[config.mk]
export PLATFORM = sky130hd
export DESIGN_NAME = ram_access_arbiter
export DESIGN_NICKNAME = d
export VERILOG_FILES = /design/src/rtl/ram_access_arbiter.sv
export SDC_FILE = /design/constraint.sdc
export NUM_CORES = 1
export LEC_CHECK = 0
export ABC_CLOCK_PERIOD_IN_PS = 3100
export CORE_MARGIN = 2
export CORE_UTILIZATION = 43
export DETAILED_ROUTE_END_ITERATION = 10
export PLACE_DENSITY = 0.85
export SYNTH_ARGS = -nofsm -noshare
export SYNTH_HDL_FRONTEND = slang
export SYNTH_SLANG_ARGS = --single-unit
[constraint.sdc]
create_clock -name clk -period 3.1 [get_ports clk]
set_clock_uncertainty 0.2 [all_clocks]
set_input_delay 0.31 -clock clk [delete_from_list [all_inputs] [get_ports clk]]
set_output_delay 0.31 -clock clk [all_outputs]
set_load 0.01 [all_outputs]
[src/rtl/ram_access_arbiter.sv]
// ram_access_arbiter
// Shares the single DDR RAM wrapper port between three requesters:
// the record stream (writes), the playback stream (reads) and the
// PicoBlaze port-mapped accesses (reads or writes). The arbiter owns the
// wrapper handshake, bounds-checks every address against the RAM's
// reported size and gives up on reads that never return data.
// Record always wins. Playback and PicoBlaze share the remaining bandwidth
// through a round-robin pointer.
module ram_access_arbiter #(
    parameter int ADDR_W  = 26,
    parameter int DATA_W  = 8,
    parameter int TIMEOUT = 1024
) (
    input  logic              clk,
    input  logic              pb_reset,

    // record stream, write-only
    input  logic              rec_req,
    input  logic [ADDR_W-1:0] rec_addr,
    input  logic [DATA_W-1:0] rec_data,
    output logic              rec_ack,

    // playback stream, read-only
    input  logic              play_req,
    input  logic [ADDR_W-1:0] play_addr,
    output logic              play_ack,

    // PicoBlaze single accesses
    input  logic              pb_req,
    input  logic              pb_we,
    input  logic [ADDR_W-1:0] pb_addr,
    input  logic [DATA_W-1:0] pb_wdata,
    output logic              pb_ack,

    // shared results
    output logic [DATA_W-1:0] rd_data,
    output logic              req_err,
    output logic              busy,

    // RAM wrapper side
    input  logic              ram_rdy,
    input  logic [ADDR_W-1:0] max_ram_address,
    output logic [ADDR_W-1:0] ram_address,
    output logic [DATA_W-1:0] ram_data_in,
    output logic              ram_write_enable,
    output logic              ram_read_request,
    output logic              ram_read_ack,
    input  logic [DATA_W-1:0] ram_data_out,
    input  logic              ram_rd_data_pres
);

    // ------------------------------------------------------------------
    // Types and constants
    // ------------------------------------------------------------------
    typedef enum logic [2:0] {
        IDLE,
        WRITE,
        READ_REQ,
        READ_WAIT,
        READ_ACK
    } state_t;

    typedef enum logic [1:0] {
        SRC_REC,
        SRC_PLAY,
        SRC_PB
    } src_t;

    // The wait counter runs 0 .. TIMEOUT-1, one count per READ_WAIT cycle.
    localparam int TW = (TIMEOUT > 1) ? $clog2(TIMEOUT) : 1;
    localparam logic [TW-1:0] T_LAST = TW'(TIMEOUT - 1);

    // ------------------------------------------------------------------
    // State
    // ------------------------------------------------------------------
    state_t          state_reg;
    src_t            src_reg;        // requester owning the current access
    logic            rr_play_reg;    // 1: play wins a play/pb tie
    logic [TW-1:0]   timer_reg;      // cycles spent in READ_WAIT

    // ------------------------------------------------------------------
    // Request selection (evaluated every cycle, used only in IDLE)
    // ------------------------------------------------------------------
    logic              sel_valid;
    src_t              sel_src;
    logic [ADDR_W-1:0] sel_addr;
    logic [DATA_W-1:0] sel_data;
    logic              sel_write;
    logic              sel_oob;

    // Pick the winning requester: record first, then the round-robin choice
    // between playback and PicoBlaze. Playback carries no data, so the data
    // bus keeps whatever was last latched.
    always_comb begin
        sel_valid = 1'b0;
        sel_src   = SRC_REC;
        sel_addr  = ram_address;
        sel_data  = ram_data_in;
        sel_write = 1'b0;
        if (rec_req) begin
            sel_valid = 1'b1;
            sel_src   = SRC_REC;
            sel_addr  = rec_addr;
            sel_data  = rec_data;
            sel_write = 1'b1;
        end else if (play_req && (!pb_req || rr_play_reg)) begin
            sel_valid = 1'b1;
            sel_src   = SRC_PLAY;
            sel_addr  = play_addr;
            sel_write = 1'b0;
        end else if (pb_req) begin
            sel_valid = 1'b1;
            sel_src   = SRC_PB;
            sel_addr  = pb_addr;
            sel_data  = pb_wdata;
            sel_write = pb_we;
        end
    end

    // Out-of-range addresses never reach the wrapper as a strobe.
    assign sel_oob = (sel_addr > max_ram_address);

    // ------------------------------------------------------------------
    // Sequencer with registered strobes, acks and data outputs
    // ------------------------------------------------------------------
    // Main FSM: grants, drives the wrapper handshake and completes accesses.
    // A rejected access spends its single ack cycle in WRITE with no strobe
    // raised, which gives it the same grant-to-IDLE timing as a write.
    always_ff @(posedge clk or posedge pb_reset) begin
        if (pb_reset) begin
            state_reg        <= IDLE;
            src_reg          <= SRC_REC;
            rr_play_reg      <= 1'b1;
            timer_reg        <= '0;
            rec_ack          <= 1'b0;
            play_ack         <= 1'b0;
            pb_ack           <= 1'b0;
            rd_data          <= '0;
            req_err          <= 1'b0;
            busy             <= 1'b0;
            ram_address      <= '0;
            ram_data_in      <= '0;
            ram_write_enable <= 1'b0;
            ram_read_request <= 1'b0;
            ram_read_ack     <= 1'b0;
        end else begin
            // every strobe is a single-cycle pulse unless re-asserted below
            rec_ack          <= 1'b0;
            play_ack         <= 1'b0;
            pb_ack           <= 1'b0;
            req_err          <= 1'b0;
            ram_write_enable <= 1'b0;
            ram_read_request <= 1'b0;
            ram_read_ack     <= 1'b0;

            case (state_reg)
                IDLE: begin
                    if (ram_rdy && sel_valid) begin
                        src_reg     <= sel_src;
                        ram_address <= sel_addr;
                        ram_data_in <= sel_data;
                        busy        <= 1'b1;
                        if (sel_src != SRC_REC) begin
                            rr_play_reg <= ~rr_play_reg;
                        end
                        if (sel_oob) begin
                            // rejected: ack with error, no RAM activity
                            rec_ack   <= (sel_src == SRC_REC);
                            play_ack  <= (sel_src == SRC_PLAY);
                            pb_ack    <= (sel_src == SRC_PB);
                            req_err   <= 1'b1;
                            state_reg <= WRITE;
                        end else if (sel_write) begin
                            rec_ack          <= (sel_src == SRC_REC);
                            pb_ack           <= (sel_src == SRC_PB);
                            ram_write_enable <= 1'b1;
                            state_reg        <= WRITE;
                        end else begin
                            ram_read_request <= 1'b1;
                            state_reg        <= READ_REQ;
                        end
                    end
                end

                WRITE: begin
                    busy      <= 1'b0;
                    state_reg <= IDLE;
                end

                READ_REQ: begin
                    timer_reg <= '0;
                    state_reg <= READ_WAIT;
                end

                READ_WAIT: begin
                    if (ram_rd_data_pres) begin
                        rd_data      <= ram_data_out;
                        ram_read_ack <= 1'b1;
                        play_ack     <= (src_reg == SRC_PLAY);
                        pb_ack       <= (src_reg == SRC_PB);
                        state_reg    <= READ_ACK;
                    end else if (timer_reg == T_LAST) begin
                        // give up: the wrapper still gets its read_ack so
                        // its own handshake is closed out
                        rd_data      <= '0;
                        ram_read_ack <= 1'b1;
                        play_ack     <= (src_reg == SRC_PLAY);
                        pb_ack       <= (src_reg == SRC_PB);
                        req_err      <= 1'b1;
                        state_reg    <= READ_ACK;
                    end else begin
                        timer_reg <= timer_reg + 1'b1;
                    end
                end

                READ_ACK: begin
                    timer_reg <= '0;
                    busy      <= 1'b0;
                    state_reg <= IDLE;
                end

                default: begin
                    busy      <= 1'b0;
                    state_reg <= IDLE;
                end
            endcase
        end
    end

endmodule

### Word level (Yosys, flattened, before mapping)

Cells that the tools add are included.
Widths: inputs -> output; s select.

| storage, ports and cells | value |
|---|---|
| logic and storage cells | 109 |
| register bits after elaboration | 66 |
| output and inout port bits | 50 |
| bits of input ports | 136 |

| cells by class | value |
|---|---|
| reduce and logical (&&, ||, !) cells | 19 |
| order comparisons | 1 |
| eq/ne operators | 13 |
| bitwise logic cells | 2 |
| add/subtract/negate cells | 1 |
| muxes and demuxes | 58 |

Operators with widths:

| operator | number |
|---|---|
| $mux 26 | 3 |
| $mux 8 | 5 |
| $mux 1 | 34 |
| $gt 26x26->1 | 1 |
| $mux 10 | 2 |
| $pmux 10 s2 | 1 |
| $add 10x1->10 const B | 1 |
| $eq 10x10->1 const B | 1 |
| $mux 2 | 5 |
| $mux 3 | 3 |
| $pmux 3 s3 | 1 |
| $ne 2x2->1 const B | 4 |
| $pmux 1 s2 | 4 |
| $reduce_and 2->1 | 4 |
| $reduce_bool 2->1 | 4 |
| $eq 3x2->1 const B | 2 |
| $reduce_and 3->1 | 2 |
| $eq 2x1->1 const B | 2 |
| $eq 2x2->1 const B | 2 |
| $reduce_and 4->1 | 1 |
| $reduce_or 2->1 | 2 |
| $eq 3x3->1 const B | 1 |
| $logic_not 3->1 | 1 |
| $ne 3x3->1 const B | 1 |
| other kinds (5) | 7 |

### Longest topological paths before layout

Gate-level depths: netlist of the first run.

| logic depth | value |
|---|---|
| depth in word-level cells | 10 |
| gate-level depth with buffers | 13 |

### Least setup slack after synthesis of the first run

No wires, ideal clock.

| timing | value |
|---|---|
| path kind | input port to flip-flop |
| start | input port pb_req |
| end | register state_reg[1] |
| path slack | 0.211 ns |
| data arrival time | 2.623 ns |
| stages | 13 |
| cell sequence | buf_6 > inv_1 > o21ai_1 > buf_4 > buf_6 > mux2i_1 > o21ai_0 > ha_1 > a21oi_1 > o21ai_0 > a2111oi_0 > o211a_1 > o211a_1 |

| on the way | value |
|---|---|
| cells in the longest elaborated chain, start to end | 9 |
| elaborated cells between the ends (all ways) | 20 |
| those cells by class | order compare (1); eq/ne (1); mux (13); reduce/logical (5) |

RTL lines:

| what | RTL line | text |
|---|---|---|
| start: declaration | 29 | `input logic pb_req,` |
| $logic_not 1->1 | 106 | `end else if (play_req && (!pb_req \|\| rr_play_reg)) begin` |
| $logic_or 1x1->1 | 106 |  |
| $logic_and 1x1->1 | 106 |  |
| $mux 26 * | 106 |  |
| $mux 26 * | 100 | `if (rec_req) begin` |
| named net sel_addr[3] | 86 | `logic [ADDR_W-1:0] sel_addr;` |
| $gt 26x26->1 * | 121 | `assign sel_oob = (sel_addr > max_ram_address);` |
| $mux 2 * | 166 | `if (sel_oob) begin` |
| $mux 3 * | 158 | `if (ram_rdy && sel_valid) begin` |
| $pmux 3 s3 * | 156 | `case (state_reg)` |
| end signal: assignment | 131 | `state_reg <= IDLE;` |
| end signal: assignment | 172 | `state_reg <= WRITE;` |
| end signal: assignment | 177 | `state_reg <= WRITE;` |
| end: declaration | 76 | `state_t state_reg;` |

Mark *: on every way through the listed nets, which the timed path passes. The rest lies on a longest branch. The select of a mux whose other input is x is not followed.
A chain may end at the register's enable or synchronous reset.

### Final worst setup path of the first run

| timing | value |
|---|---|
| start | register rr_play_reg |
| end | register state_reg[1] |

| on the way | value |
|---|---|
| cells in the longest elaborated chain, start to end | 8 |
| elaborated cells between the ends (all ways) | 16 |
| those cells by class | order compare (1); eq/ne (1); mux (10); reduce/logical (4) |

RTL lines:

| what | RTL line | text |
|---|---|---|
| start: declaration | 78 | `logic rr_play_reg;` |
| start signal: assignment | 164 | `rr_play_reg <= ~rr_play_reg;` |
| $logic_or 1x1->1 | 106 |  |
| $logic_and 1x1->1 | 106 |  |
| $mux 26 | 106 |  |
| $mux 26 | 100 |  |
| named net sel_addr[17] | 86 |  |
| $gt 26x26->1 | 121 |  |
| $mux 2 | 166 |  |
| $mux 3 | 158 |  |
| $pmux 3 s3 | 156 |  |

The timed path passes the listed nets, and every way through them passes these cells. The select of a mux whose other input is x is not followed.

==> run_results.csv, run 1 <==
group,metric,value,unit
floorplanning,num_io_pins,186,
timing,timing.final.crit_period,3.03,ns
cells_and_area,n_fill_cell,770,
power,power.net_switching,0.00157,W
clock_network,clock_insertion_delay_worst_skew,0.35,ns
logic_synthesis,postSynthNetCount,599,
power,seq_power_share,0.328,
logic_synthesis,netlist_top_cells_area,"sky130_fd_sc_hd__dfrtp_1, sky130_fd_sc_hd__mux2_2, sky130_fd_sc_hd__mux2i_1",
drt,drc,0,
clock_network,cts.root.buffer_cell,"sky130_fd_sc_hd__clkbuf_8",
grt,grt_pass1_wl,20800,microns
cells_and_area,number_of_nets_in_the_layout,807,
drt,antenna_left,0,
grt,grt_use_total,0.234,
logic_synthesis,synth_seq_area_share,0.378,
clock_network,numCtsBuffers,9,
power,power.clock.fraction,0.168,
placed_design,place.gp.congestion,0.878,
logic_synthesis,simple_gate_share_of_the_synthesized_area,0.111,
timing,timing.final.crit_share,0.977,
floorplanning,starting_density,0.445,
timing,fin_hold_ws,0.157,ns
power,powerDensity,653,mW/mm^2
floorplanning,placement_rows,36,
logic_synthesis,synthesis.instances,436,
cells_and_area,final_cell_mix,"sky130_fd_sc_hd__clkdlybuf4s50_1, sky130_fd_sc_hd__dfrtp_1, sky130_fd_sc_hd__mux2_2",
drt,drt_pass1_iterations,5,
power,ir_worst_vdd,392,uV
cells_and_area,post_layout_nonfiller_instances,782,
logic_synthesis,share_of_synthesized_registers_carrying_an_async_set_or_reset,1.00,
placed_design,detailedPlacementHpwl,10200,microns
logic_synthesis,number_of_flops_mapped_to_enable_cells_by_yosys,0,
logic_synthesis,yosysWarnings,0,
cells_and_area,num_antenna_cells,0,
logic_synthesis,post_synth_xor_area_fraction,0.0200,
cells_and_area,final_common_cell,"sky130_fd_sc_hd__clkdlybuf4s50_1",
power,p_int,0.00291,W
drt,via_count,4182,
floorplanning,die_height,105,microns
job,cap_viol_max_count,0,
grt,first_global_vias,4275,
timing,slew_violations,0,
drt,via_per_inst,5.35,
timing,tightestPinTransition,0.713,ns
clock_network,tritoncts,"built",
logic_synthesis,synthDistinctLibCells,55,
power,combPwrFrac,0.504,
setup_path,setup.worst_path.class,"register to register",
floorplanning,dieArea,0.0110,sq mm
clock_network,clk_transition_reported_paths,0.08,ns
logic_synthesis,synth_seq_cells,66,
placed_design,port-buffer-count,185,
placed_design,placement.cell_area,0.00650,sq mm
logic_synthesis,synth_ff_type,"sky130_fd_sc_hd__dfrtp_1",
clock_network,cts-htree-levels,3,
cells_and_area,fraction_of_layout_cells_with_a_size_suffix_above_1,0.185,
logic_synthesis,netlist_area,0.00437,sq mm
logic_synthesis,synth_top_cell_by_area,"sky130_fd_sc_hd__dfrtp_1",
timing,slew-limit-headroom,0.524,
setup_path,worst_setup_path_start_kind,"register",
setup_path,critPathArrivalTime,3.06,ns
drt,wirelength,13400,microns
logic_synthesis,netlist.area_leader.share,0.372,
cells_and_area,area_growth,57.0,%
timing,timing.fmax,330,MHz
timing,setup_viol,0,
grt,antenna_found_initial,0,
cells_and_area,finish.utilization,0.699,
clock_network,clkSinkCount,66,
logic_synthesis,postSynthAreaPerCell,10.0,sq um
min_path,hold_path_class,"input port to async pin",
power,netSwitchingFraction,0.351,
grt,maximum_number_of_pins_on_one_net_before_global_route_repair,32,
drt,first_iter_violations,221,
floorplanning,fp.dieW,105,microns
clock_network,cts_hold_buf,0,
setup_path,worst-path-max-fanout,5,
power,power.leakage,3.16,nW
timing,timing_hold_violations_final,0,
logic_synthesis,synth_compound_area_frac,0.145,
drt,route.detailed.wl_per_inst,17.1,microns
grt,globalRoute.totalOverflow,0,
placed_design,dpl.cell_count,758,
logic_synthesis,yosys-mux-area-fraction,0.212,
floorplanning,core-area,0.00982,sq mm
timing,setup_tns,0,ns
cells_and_area,fin_area,0.00687,sq mm
cells_and_area,largest_reg_flops,26,
logic_synthesis,synth_top_family_by_area,"multiplexers",
setup_path,worst-endpoint-required,3.13,ns
setup_path,critPathCaptureType,"register",
clock_network,clock_path_buffers,2,
status,outcome,"complete, no violations",
logic_synthesis,post_synth_fa_ha_maj_area_fraction,0.0772,
-- cell families after synthesis --
kind of cell | Yosys count
mux | 86
compound gates | 95
fa+ha+maj | 27
buf+inv | 56
xor+xnor | 10
simple gates | 96
flops | 66
-- final cells by class --
cell class	instances	area (sq um)	area share
repair buffers	220	2220	0.323
clock buffers	9	124	0.0180
flip-flops and latches	66	1650	0.241
inverters	33	124	0.0180
well taps	133	166	0.0242
multi-input cells	314	2510	0.365
clock inverters	7	77.6	0.0113
-- worst max-delay path: stages, from the launching register on --
cell	delay, ns
sky130_fd_sc_hd__dfstp_2	0.56
sky130_fd_sc_hd__o21ai_4	0.07
sky130_fd_sc_hd__buf_12	0.15
sky130_fd_sc_hd__buf_8	0.13
sky130_fd_sc_hd__mux2i_1	0.14
sky130_fd_sc_hd__o21ai_1	0.11
sky130_fd_sc_hd__ha_1	0.34
sky130_fd_sc_hd__nand4_1	0.18
sky130_fd_sc_hd__nor4_2	0.34
sky130_fd_sc_hd__buf_4	0.16
sky130_fd_sc_hd__inv_1	0.05
sky130_fd_sc_hd__o211a_4	0.25
sky130_fd_sc_hd__o211a_1	0.22
-- repair_timing --
item	CTS	global route
pin swaps	3	7
endpoints found under the setup margin	7	7
setup buffers	1	4
resized for setup	4	19
gates cloned	1	2
-- worst paths after layout --
kind / from / to / slack, ns / depth (start not counted)
setup / recovery: rr_play_reg$_DFFE_PP1P_ / state_reg[1]$_DFFE_PP0P_ / 0.07 / 12
hold / removal: pb_reset / ram_data_in[0]$_DFFE_PP0P_ / 0.16 / 2
setup reg to reg: rr_play_reg$_DFFE_PP1P_ / state_reg[1]$_DFFE_PP0P_ / 0.07 / 12
hold reg to reg: src_reg[0]$_DFFE_PP0P_ / src_reg[0]$_DFFE_PP0P_ / 0.28 / 2
max in group asynchronous: pb_reset / ram_address[1]$_DFFE_PP0P_ / 1.82 / 3
min in group clk: src_reg[0]$_DFFE_PP0P_ / src_reg[0]$_DFFE_PP0P_ / 0.28 / 2
-- power by group through the flow --
stage,Sequential (W),Combinational [W],Clock [W]
2_1_floorplan,0.00157,0.000996,0
3_3_place_gp,0.00147,0.00209,0
3_5_place_dp,0.00149,0.00217,0
4_1_cts,0.00147,0.00219,0.000762
5_1_grt,0.00152,0.00242,0.000791
6_report,0.00147,0.00226,0.000754
-- per-layer routing --
metal	part of all wire	track usage
met5	0	0
met4	0.014	0.0590
met3	0.059	0.0568
met2	0.51	0.422
met1	0.42	0.279
-- Yosys cell counts (3+ instances only) --
library cell	number
sky130_fd_sc_hd__dfrtp_1	65
sky130_fd_sc_hd__mux2_2	52
sky130_fd_sc_hd__nand2_1	45
sky130_fd_sc_hd__o21ai_0	39
sky130_fd_sc_hd__mux2i_1	34
sky130_fd_sc_hd__inv_1	33
sky130_fd_sc_hd__ha_1	27
sky130_fd_sc_hd__nor2_1	14
sky130_fd_sc_hd__a21oi_1	13
sky130_fd_sc_hd__buf_2	10
sky130_fd_sc_hd__a22o_1	9
sky130_fd_sc_hd__nand4_1	8
sky130_fd_sc_hd__xor2_1	8
sky130_fd_sc_hd__clkbuf_1	6
sky130_fd_sc_hd__o21ai_1	6
sky130_fd_sc_hd__o211ai_1	5
sky130_fd_sc_hd__and3_1	4
sky130_fd_sc_hd__a211oi_1	3
sky130_fd_sc_hd__and4_1	3
sky130_fd_sc_hd__buf_6	3
sky130_fd_sc_hd__nand2b_1	3
sky130_fd_sc_hd__nand3_1	3
sky130_fd_sc_hd__o2111ai_1	3
-- through the flow --
| step | setup slack (ns) | power [W] |
|---|---|---|
| CTS | 0.0259 | 0.00443 |
| floorplan | 0.211 | 0.00256 |
| global route | -0.0204 | 0.00473 |
| finish | 0.0713 | 0.00448 |
| global placement | -0.490 | 0.00356 |
| detailed placement | -0.621 | 0.00365 |
Power figures use the tool's default switching activity.
==> run 2: changes to the inputs <==
SLEW_MARGIN = 20   (was unset)
==> results of run 2 <==
Final layout, timing and power as in run 1 (identical DEF).
